===== config.mk =====
export PLATFORM = sky130hd
export DESIGN_NAME = instrman_mo_flat
export DESIGN_NICKNAME = d
export VERILOG_FILES = /design/src/rtl/instrman_mo_pkg.sv /design/src/rtl/instrman_mo_if.sv /design/src/rtl/instrman_mo_fifo.sv /design/src/rtl/instrman_mo.sv /design/src/flat_wrapper.sv
export SDC_FILE = /design/constraint.sdc
export NUM_CORES = 1
export LEC_CHECK = 0
export CAP_MARGIN = 10
export CORE_UTILIZATION = 50
export CTS_CLUSTER_SIZE = 8
export DETAILED_ROUTE_END_ITERATION = 8
export DONT_BUFFER_PORTS = 1
export GPL_ROUTABILITY_DRIVEN = 0
export PLACE_DENSITY = 0.72
export SLEW_MARGIN = 20
export SYNTH_ARGS = -nofsm -noshare
export SYNTH_HDL_FRONTEND = slang
export SYNTH_HIERARCHICAL = 1
export SYNTH_SLANG_ARGS = --single-unit

===== constraint.sdc =====
create_clock -name clk -period 16.9 [get_ports clk]
set_clock_uncertainty 0.1 [all_clocks]
set_input_delay 2.535 -clock clk [delete_from_list [all_inputs] [get_ports clk]]
set_output_delay 2.535 -clock clk [all_outputs]
set_load 0.05 [all_outputs]

===== src/rtl/instrman_mo_pkg.sv =====
// Shared defaults, width helpers and response classification for the instruction-fetch manager.
package instrman_mo_pkg;

  localparam int XLEN_D      = 32;
  localparam int BUS_LEN_D   = 2;
  localparam int MAX_OUTS_D  = 2;
  localparam int BUF_DEPTH_D = 4;
  localparam int RESET_PC_D  = 0;
  localparam int BUS_WID_D   = 32 * BUS_LEN_D;

  typedef enum logic [1:0] {
    RESP_NONE,
    RESP_DROP,
    RESP_LIVE
  } resp_kind_e;

  function automatic int cnt_bits(input int depth);
    return $clog2(depth + 1);
  endfunction

  function automatic int ptr_bits(input int depth);
    return (depth > 1) ? $clog2(depth) : 1;
  endfunction

endpackage


===== src/rtl/instrman_mo_if.sv =====
// imem bus, redirect and line-delivery signals of the fetch manager in one bundle.
interface instrman_mo_if
  import instrman_mo_pkg::*;
#(
  parameter int XLEN    = XLEN_D,
  parameter int BUS_WID = BUS_WID_D
);

  logic               imem_req;
  logic [XLEN-1:0]    imem_addr;
  logic               imem_gnt;
  logic [BUS_WID-1:0] imem_rdata;
  logic               imem_resp;
  logic               imem_err;
  logic               jump_vld;
  logic [XLEN-1:0]    jump_pc;
  logic               line_rdy;
  logic               line_vld;
  logic [BUS_WID-1:0] line_data;
  logic [XLEN-1:0]    line_addr;
  logic               line_err;

  modport master (
    output imem_req, imem_addr,
    input  imem_gnt, imem_rdata, imem_resp, imem_err,
    input  jump_vld, jump_pc, line_rdy,
    output line_vld, line_data, line_addr, line_err
  );

  modport slave (
    input  imem_req, imem_addr,
    output imem_gnt, imem_rdata, imem_resp, imem_err,
    output jump_vld, jump_pc, line_rdy,
    input  line_vld, line_data, line_addr, line_err
  );

endinterface


===== src/rtl/instrman_mo_fifo.sv =====
// Circular FIFO with same-cycle push/pop and a flush that discards everything except a coincident push.
module instrman_mo_fifo
  import instrman_mo_pkg::*;
#(
  parameter int WIDTH = 8,
  parameter int DEPTH = 4
) (
  input  logic                       clk,
  input  logic                       rst,
  input  logic                       push,
  input  logic                       pop,
  input  logic                       flush,
  input  logic [WIDTH-1:0]           din,
  output logic [WIDTH-1:0]           head,
  output logic [cnt_bits(DEPTH)-1:0] count
);

  localparam int AW = ptr_bits(DEPTH);
  localparam int CW = cnt_bits(DEPTH);
  localparam logic [AW-1:0] LAST = AW'(DEPTH - 1);

  logic [WIDTH-1:0] mem_q [DEPTH];
  logic [WIDTH-1:0] mem_d [DEPTH];
  logic [AW-1:0]    rd_q, rd_d, wr_q, wr_d;
  logic [CW-1:0]    cnt_q, cnt_d;
  logic             do_push, do_pop;

  function automatic logic [AW-1:0] bump(input logic [AW-1:0] p);
    return (p == LAST) ? '0 : p + AW'(1);
  endfunction

  // A flush jumps the read pointer onto the write pointer, so a push in the same cycle survives.
  always_comb begin
    do_pop  = pop & ~flush & (cnt_q != '0);
    do_push = push & (flush | (int'(cnt_q) < DEPTH) | do_pop);
    mem_d   = mem_q;
    rd_d    = rd_q;
    wr_d    = wr_q;
    cnt_d   = cnt_q;
    if (flush) begin
      rd_d  = wr_q;
      cnt_d = '0;
    end
    if (do_pop) begin
      rd_d  = bump(rd_q);
      cnt_d = cnt_d - CW'(1);
    end
    if (do_push) begin
      mem_d[wr_q] = din;
      wr_d        = bump(wr_q);
      cnt_d       = cnt_d + CW'(1);
    end
  end

  always_ff @(posedge clk) begin
    if (!rst) begin
      rd_q  <= '0;
      wr_q  <= '0;
      cnt_q <= '0;
    end else begin
      rd_q  <= rd_d;
      wr_q  <= wr_d;
      cnt_q <= cnt_d;
    end
  end

  always_ff @(posedge clk) begin
    mem_q <= mem_d;
  end

  assign head  = mem_q[rd_q];
  assign count = cnt_q;

endmodule


===== src/rtl/instrman_mo.sv =====
// Pipelined instruction-fetch manager: credit-limited imem requests, stale-response dropping
// after jumps, and a line buffer tagging each delivered line with its fetch address.
module instrman_mo
  import instrman_mo_pkg::*;
#(
  parameter int              XLEN      = XLEN_D,
  parameter int              BUS_LEN   = BUS_LEN_D,
  parameter int              MAX_OUTS  = MAX_OUTS_D,
  parameter int              BUF_DEPTH = BUF_DEPTH_D,
  parameter logic [XLEN-1:0] RESET_PC  = XLEN'(RESET_PC_D)
) (
  input logic           clk,
  input logic           rst,
  instrman_mo_if.master bus
);

  localparam int BUS_WID = 32 * BUS_LEN;
  localparam int OW      = cnt_bits(MAX_OUTS);
  localparam int BCW     = cnt_bits(BUF_DEPTH);
  localparam int LW      = BUS_WID + XLEN + 1;
  localparam logic [XLEN-1:0] LINE_BYTES = XLEN'(4 * BUS_LEN);
  localparam logic [XLEN-1:0] ALIGN_MASK = ~(LINE_BYTES - XLEN'(1));

  logic [XLEN-1:0] pc_q, pc_d;
  logic [OW-1:0]   drop_q, drop_d;
  logic            err_stop_q, err_stop_d;

  logic [XLEN-1:0] fetch_addr, line_base, resp_addr;
  logic [OW-1:0]   outs, live_eff;
  logic [BCW-1:0]  buf_cnt, cnt_eff;
  logic            err_eff, req, issue, line_vld, line_pop;
  logic [LW-1:0]   line_head;
  resp_kind_e      resp_kind;

  // A jump clears the credit view: everything buffered or in flight is about to become stale.
  always_comb begin
    fetch_addr = bus.jump_vld ? bus.jump_pc : pc_q;
    line_base  = fetch_addr & ALIGN_MASK;
    err_eff    = err_stop_q & ~bus.jump_vld;
    cnt_eff    = bus.jump_vld ? '0 : buf_cnt;
    live_eff   = bus.jump_vld ? '0 : outs - drop_q;
    req        = rst & ~err_eff & (int'(outs) < MAX_OUTS)
               & ((int'(cnt_eff) + int'(live_eff)) < BUF_DEPTH);
    issue      = req & bus.imem_gnt;
    if (!bus.imem_resp) begin
      resp_kind = RESP_NONE;
    end else if (bus.jump_vld || (drop_q != '0)) begin
      resp_kind = RESP_DROP;
    end else begin
      resp_kind = RESP_LIVE;
    end
  end

  always_comb begin
    pc_d       = pc_q;
    drop_d     = drop_q;
    err_stop_d = err_stop_q;
    if (issue) begin
      pc_d = line_base + LINE_BYTES;
    end else if (bus.jump_vld) begin
      pc_d = bus.jump_pc;
    end
    if (bus.jump_vld) begin
      drop_d     = outs - OW'(bus.imem_resp);
      err_stop_d = 1'b0;
    end else begin
      if (resp_kind == RESP_DROP) begin
        drop_d = drop_q - OW'(1);
      end
      if ((resp_kind == RESP_LIVE) && bus.imem_err) begin
        err_stop_d = 1'b1;
      end
    end
  end

  always_ff @(posedge clk) begin
    if (!rst) begin
      pc_q       <= RESET_PC;
      drop_q     <= '0;
      err_stop_q <= 1'b0;
    end else begin
      pc_q       <= pc_d;
      drop_q     <= drop_d;
      err_stop_q <= err_stop_d;
    end
  end

  always @(posedge clk) begin
    if (rst && bus.imem_resp) begin
      assert (outs != '0);
    end
  end

  // Address FIFO occupancy is exactly the number of accepted-but-unanswered requests.
  instrman_mo_fifo #(.WIDTH(XLEN), .DEPTH(MAX_OUTS)) u_addr_fifo (
    .clk   (clk),
    .rst   (rst),
    .push  (issue),
    .pop   (bus.imem_resp),
    .flush (1'b0),
    .din   (line_base),
    .head  (resp_addr),
    .count (outs)
  );

  assign line_vld = rst & (buf_cnt != '0);
  assign line_pop = line_vld & bus.line_rdy;

  instrman_mo_fifo #(.WIDTH(LW), .DEPTH(BUF_DEPTH)) u_line_buf (
    .clk   (clk),
    .rst   (rst),
    .push  (resp_kind == RESP_LIVE),
    .pop   (line_pop),
    .flush (bus.jump_vld),
    .din   ({bus.imem_rdata, resp_addr, bus.imem_err}),
    .head  (line_head),
    .count (buf_cnt)
  );

  assign bus.imem_req  = req;
  assign bus.imem_addr = line_base;
  assign bus.line_vld  = line_vld;
  assign {bus.line_data, bus.line_addr, bus.line_err} = line_head;

endmodule


===== src/flat_wrapper.sv =====
// flat-port wrapper written by rule: the top's interface ports become plain ports
module instrman_mo_flat import instrman_mo_pkg::*;
#(
  parameter int              XLEN      = XLEN_D,
  parameter int              BUS_LEN   = BUS_LEN_D,
  parameter int              MAX_OUTS  = MAX_OUTS_D,
  parameter int              BUF_DEPTH = BUF_DEPTH_D,
  parameter logic [XLEN-1:0] RESET_PC  = XLEN'(RESET_PC_D)
)
  (clk, rst, bus_imem_req, bus_imem_addr, bus_imem_gnt, bus_imem_rdata, bus_imem_resp, bus_imem_err, bus_jump_vld, bus_jump_pc, bus_line_rdy, bus_line_vld, bus_line_data, bus_line_addr, bus_line_err);
  instrman_mo_if #(.XLEN(XLEN)) bus_i ();
  input logic clk;
  input logic rst;
  output wire logic [$bits(bus_i.imem_req)-1:0] bus_imem_req;
  output wire logic [$bits(bus_i.imem_addr)-1:0] bus_imem_addr;
  input wire logic [$bits(bus_i.imem_gnt)-1:0] bus_imem_gnt;
  input wire logic [$bits(bus_i.imem_rdata)-1:0] bus_imem_rdata;
  input wire logic [$bits(bus_i.imem_resp)-1:0] bus_imem_resp;
  input wire logic [$bits(bus_i.imem_err)-1:0] bus_imem_err;
  input wire logic [$bits(bus_i.jump_vld)-1:0] bus_jump_vld;
  input wire logic [$bits(bus_i.jump_pc)-1:0] bus_jump_pc;
  input wire logic [$bits(bus_i.line_rdy)-1:0] bus_line_rdy;
  output wire logic [$bits(bus_i.line_vld)-1:0] bus_line_vld;
  output wire logic [$bits(bus_i.line_data)-1:0] bus_line_data;
  output wire logic [$bits(bus_i.line_addr)-1:0] bus_line_addr;
  output wire logic [$bits(bus_i.line_err)-1:0] bus_line_err;
  assign bus_imem_req = bus_i.imem_req;
  assign bus_imem_addr = bus_i.imem_addr;
  assign bus_i.imem_gnt = bus_imem_gnt;
  assign bus_i.imem_rdata = bus_imem_rdata;
  assign bus_i.imem_resp = bus_imem_resp;
  assign bus_i.imem_err = bus_imem_err;
  assign bus_i.jump_vld = bus_jump_vld;
  assign bus_i.jump_pc = bus_jump_pc;
  assign bus_i.line_rdy = bus_line_rdy;
  assign bus_line_vld = bus_i.line_vld;
  assign bus_line_data = bus_i.line_data;
  assign bus_line_addr = bus_i.line_addr;
  assign bus_line_err = bus_i.line_err;
  instrman_mo #(.XLEN(XLEN), .BUS_LEN(BUS_LEN), .MAX_OUTS(MAX_OUTS), .BUF_DEPTH(BUF_DEPTH), .RESET_PC(RESET_PC)) u_core (.clk(clk), .rst(rst), .bus(bus_i));
endmodule

Word level (Yosys, flattened, before mapping)

Cells that the tools add are included.

Add/subtract/negate cells: 13
Order comparisons: 9
Eq/ne operators: 4
Muxes and demuxes: 30
Bitwise logic cells: 22
Reduce and logical (&&, ||, !) cells: 10

Operators with widths:

| cell                                                 | count |
|---|---|
| bitwise mux 388 bit                                  | 1 |
| 2-to-1 mux 97 bit                                    | 3 |
| binary-select mux 97 bit (select 2 bit)              | 1 |
| demux 97 bit (select 2 bit)                          | 1 |
| 2-to-1 mux 32 bit                                    | 6 |
| bitwise mux 64 bit                                   | 1 |
| adder 32 x 4 -> 32 bit (second input constant)       | 1 |
| demux 32 bit (select 1 bit)                          | 1 |
| < comparator 32 x 4 -> 1 bit (second input constant) | 1 |
| 2-to-1 mux 2 bit                                     | 11 |
| AND 1 bit                                            | 12 |
| 2-to-1 mux 3 bit                                     | 3 |
| nonzero test 2 bit                                   | 4 |
| adder 2 x 1 -> 2 bit (second input constant)         | 3 |
| == test 2 bit (second input constant)                | 3 |
| >= comparator 3 bit (second input constant)          | 2 |
| NOT 2 -> 3 bit                                       | 2 |
| adder 3 x 2 -> 4 bit                                 | 1 |
| >= comparator 2 bit (second input constant)          | 2 |
| NOT 1 -> 2 bit                                       | 2 |
| subtractor 2 x 1 -> 2 bit (second input constant)    | 2 |
| adder 3 x 1 -> 3 bit (second input constant)         | 1 |
| logical AND 1 bit                                    | 3 |
| < comparator 3 x 1 -> 1 bit (second input constant)  | 1 |
| other kinds (14)                                     | 20 |

Bits in registers: 495
Bits of input ports: 103
Output and inout port bits: 131
Logic and storage cells: 103

Logic depth before layout (Yosys ltp)

Depth after elaboration: 9
Depth in mapped cells: 14
Depth with buffers taken out: 11

Hierarchy

Netlist, hierarchy kept.

Modules (own cells, without submodules):

| module                                 | times used | cells an instance | area an instance (um^2) | seq. area each (um^2) |
|---|---|---|---|---|
| instrman_mo_fifo at u_core.u_line_buf  | 1          | 568               | 14492.6                 | 11791.3 |
| instrman_mo_fifo at u_core.u_addr_fifo | 1          | 129               | 2531.2                  | 2001.9 |
| instrman_mo                            | 1          | 259               | 2273.4                  | 640.6 |

Worst setup path before layout

OpenSTA, ideal clock, no wires.

Kind: in2out
Start point: input bus_jump_vld
End point: output bus_imem_req
Arrival time: 5442 ps
Data required time: 14265 ps
Slack: 8823 ps
Cell stages on the path: 10
Buffers on the path: 5
Cell sequence: buf_6 buf_6 buf_2 buf_2 clkbuf_1 nor2_1 ha_1 nand4bb_1 o21ai_0 nor4_1

Longest elaborated chain between the ends: 6
Elaborated cells on any way between the ends: 10
Those cells by class: 1 x add/sub; 1 x order compare; 2 x mux; 6 x bitwise

Ends and longest elaborated chain:

| element                                                              | line               | text |
|---|---|---|
| start: declaration                                                   | flat_wrapper.sv:20 | `input wire logic [$bits(bus_i.jump_vld)-1:0] bus_jump_vld;` |
| branches (longest 5 deep; another with < comparator 32 x 4 -> 1 bit) | -                  |  |
| AND 1 bit *                                                          | instrman_mo.sv:43  | `& ((int'(cnt_eff) + int'(live_eff)) < BUF_DEPTH);` |
| end: declaration                                                     | flat_wrapper.sv:14 | `output wire logic [$bits(bus_i.imem_req)-1:0] bus_imem_req;` |

Every way passes the cells marked *.

Final worst setup path

Start point: input rst
End point: output bus_line_vld

Longest elaborated chain between the ends: 1

Ends and longest elaborated chain:

| element            | line               | text |
|---|---|---|
| start: declaration | flat_wrapper.sv:13 | `input logic rst;` |
| AND 1 bit          | instrman_mo.sv:106 | `assign line_vld = rst & (buf_cnt != '0);` |
| end: declaration   | flat_wrapper.sv:23 | `output wire logic [$bits(bus_i.line_vld)-1:0] bus_line_vld;` |

No other way between the ends.

==> flow_metrics.py <==
metrics = {
    "floorplan": {
        "die_area_um2": 39380,
        "die_h_um": 198.5,
        "placementRows": 71,
        "io_pins": 234,
        "initial_core_util_pct": 50.99,
        "core_area_um2": 37840,
        "die_w_um": 198.5,
    },
    "cts": {
        "insertion_delay_ns": 0.56,
        "path_clk_slew_ns": 0.05,
        "cts_tree": "built",
        "cts_setup_buffers": 0,
        "htree_levels": 3,
        "cts-buffers-inserted": 71,
        "cts_resized": 0,
        "clock-sinks": 495,
        "root_buffer": "clkbuf_16",
        "clock_path_buffers": 3,
        "cts-hold-fix-buffers": 0,
    },
    "global_route": {
        "grt_pass1_wl_mm": 55.99,
        "grt_pass1_vias": 9439,
        "grtUsageTotal_pct": 19.32,
        "grt-ovfl-total": 0,
        "grt_start_max_net_pins": 81,
        "antenna_found_initial": 1,
    },
    "critical_path": {
        "path_class": "primary input to output pin",
        "worst-r2r-cell-count": 7,
        "required_ns": 14.27,
        "r2r_end": "u_core/u_line_buf/mem_q[139]",
        "end_kind": "output pin",
        "cp_max_fo": 29,
        "worst_ep_arrival_time_ns": 3.60,
        "critPathLaunchType": "primary input",
        "r2r-start": "u_core/u_line_buf/count[2]",
        "r2r_setup_slack_ns": 12.57,
    },
    "pwr": {
        "peakVddDrop_uv": 70.84,
        "sw_frac_of_total_pct": 22.01,
        "power_switching_mw": 0.6167,
        "combinationalPowerShare_pct": 6.4,
        "p_leak_nw": 6.915,
        "p_int_mw": 2.185,
        "power_density_nw_per_um2": 128.8,
        "seq_power_share_pct": 49.5,
        "clkPwrFrac_pct": 44.1,
    },
    "sta": {
        "setup_viol": 0,
        "rsz0062_at_grt": "no",
        "final-hold-violation-count": 0,
        "fin_crit_sh_pct": 36.91,
        "tightest_slew_ns": 1.063,
        "fmax_mhz": 160.3,
        "setup_slack_ns": 10.66,
        "fin_crit_ns": 6.238,
        "slew_violations": 0,
        "slew_headroom_pct": 29.12,
        "finalSetupTns_ns": 0,
    },
    "finish": {
        "instances_no_fill": 1542,
        "drive_above_1_share_pct": 25.15,
        "final_area_um2": 21740,
        "syn_to_final_growth_pct": 12.68,
        "nNetsFinal": 1121,
        "final_core_util_pct": 57.46,
    },
    "worst_hold_path": {
        "hold_start": "u_core/u_line_buf/wr_q[1]",
        "hp-class": "flop to flop",
        "min_to": "u_core/u_line_buf/rd_q[1]",
        "hold_depth": 2,
    },
    "route": {
        "drt_iter0_drc": 437,
        "drc_errors": 0,
        "vias": 8923,
        "wire_per_inst_um": 24.06,
        "first_pass_iters": 5,
        "routed_wl_mm": 37.10,
        "ant_nets": 0,
        "avgViaCountPerCell": 5.787,
    },
    "synth": {
        "synth_commonest_cells": "edfxtp_1, mux4_2, mux2_2",
        "synth_ff_type": "edfxtp_1",
        "avgSynthCellArea_um2": 20.19,
        "postSynthCellCount": 956,
        "synth.largest_area_cell": "edfxtp_1",
        "synth.top_cell.area_share_pct": 70.34,
        "yosysSeqAreaShare_pct": 74.80,
        "synth.most_common_cell": "edfxtp_1",
        "async_flop_share_pct": 0,
        "synth.area.top_cells": "edfxtp_1, mux4_2, dfxtp_1",
        "synth-edff-count": 452,
        "synth-seq-cells": 495,
        "netlist_area_um2": 19300,
        "yosysWarnings": 6,
        "synth.distinct_cells": 67,
    },
    "placed_design": {
        "placed_area_um2": 19810,
        "hpwl_mm": 21.36,
        "placed_cells": 1444,
        "portBuffers": 0,
        "pre_cts_slack_ns": 10.27,
    },
    "run_status": {
        "status": "finished clean",
    },
    "run": {
        "max_cap_viol_count": 0,
    },
}
-- final cells by class --
class	count	area [µm²]
antenna	1	2.502
timing repair buffer	11	82.58
tap	511	639.4
multi-input combinational	406	4569
sequential	495	14440
clock buffer	94	1884
inverter	21	78.83
fill	2772	16100
clock inverter	3	45.04
-- power groups by stage --
stage               combinational [mW]  sequential, mW  clock, mW
floorplan                        0.161            1.40          0
global placement                 0.179            1.41          0
detailed placement               0.181            1.41          0
CTS                              0.182            1.39       1.27
global route                     0.189            1.39       1.32
finish                           0.179            1.39       1.24
-- state kept, by name, summed over array words and instances (netlist names) --
signal / count
u_core/u_line_buf/count: 3
u_core/u_line_buf/mem_q: 388
u_core/pc_q: 29
u_core/drop_q: 2
u_core/u_addr_fifo/wr_q: 1
u_core/err_stop_q: 1
u_core/u_addr_fifo/count: 2
u_core/u_addr_fifo/rd_q: 1
u_core/u_line_buf/rd_q: 2
u_core/u_line_buf/wr_q: 2
u_core/u_addr_fifo/mem_q: 64
-- kinds of logic (layout without fill, tap and decap cells) --
logic type                 count (synthesis)  after routing  share of synthesized area, %
DFF                                      495            495                         74.80
muxes                                    161            161                         14.98
and+or+nand+nor                          129            129                         4.039
AOI/OAI and AO/OA                         74             74                         2.795
buffers and inverters                     69            129                         1.906
xor gates and xnor gates                  15             15                        0.6808
adders and majority gates                 12             12                        0.7780
other                                      1             16                       0.01943
-- through the flow --
step                power (mW)  hold WS [ns]
global route             2.893        0.4464
CTS                      2.836        0.4024
detailed placement       1.590        0.4011
finish                   2.802        0.4061
floorplan                1.564        0.3673
global placement         1.586        0.3866
-- worst max-delay path by stage --
stage	to	from	slack, ns	cells after the start
floorplan	bus_imem_req	bus_jump_vld	8.82	10
CTS	bus_line_vld	rst	10.67	3
global placement	u_core/u_line_buf/mem_q[347]	rst	10.29	8
global route	bus_line_vld	rst	10.62	3
finish	bus_line_vld	rst	10.66	3
detailed placement	u_core/u_line_buf/mem_q[244]	rst	10.27	8
-- worst max-delay path, stage by stage --
cell,delay [ns]
inv_1,0.02
buf_4,0.23
nor2_1,0.79
-- per-layer routing --
layer / part of all wire, % / routed length (µm) / GRT usage, % / vias up
met2: 48 / 17990 / 31.46 / 295
met5: 0 / 0 / 0 / -
li1: - / - / - / 3966
met3: 9.0 / 3348 / 7.053 / 78
met4: 2.5 / 935 / 7.322 / 0
met1: 40 / 14820 / 23.60 / 4584
-- cells in the final DEF (no fill, tap or decap), types with 5 or more instances in the layout --
master / n
nor2_1: 26
inv_1: 21
nand2_1: 22
clkbuf_16: 72
mux4_2: 97
nand4_1: 9
edfxtp_1: 452
nand3_1: 10
mux2i_1: 11
o21ai_0: 14
ha_1: 12
conb_1: 15
nor2b_1: 8
mux2_2: 53
clkbuf_1: 22
a21oi_1: 10
o31ai_1: 5
xnor2_1: 12
a211oi_1: 5
buf_4: 11
dfxtp_1: 40
nor3_1: 5
Note: power is estimated with default switching activity, not from simulation.
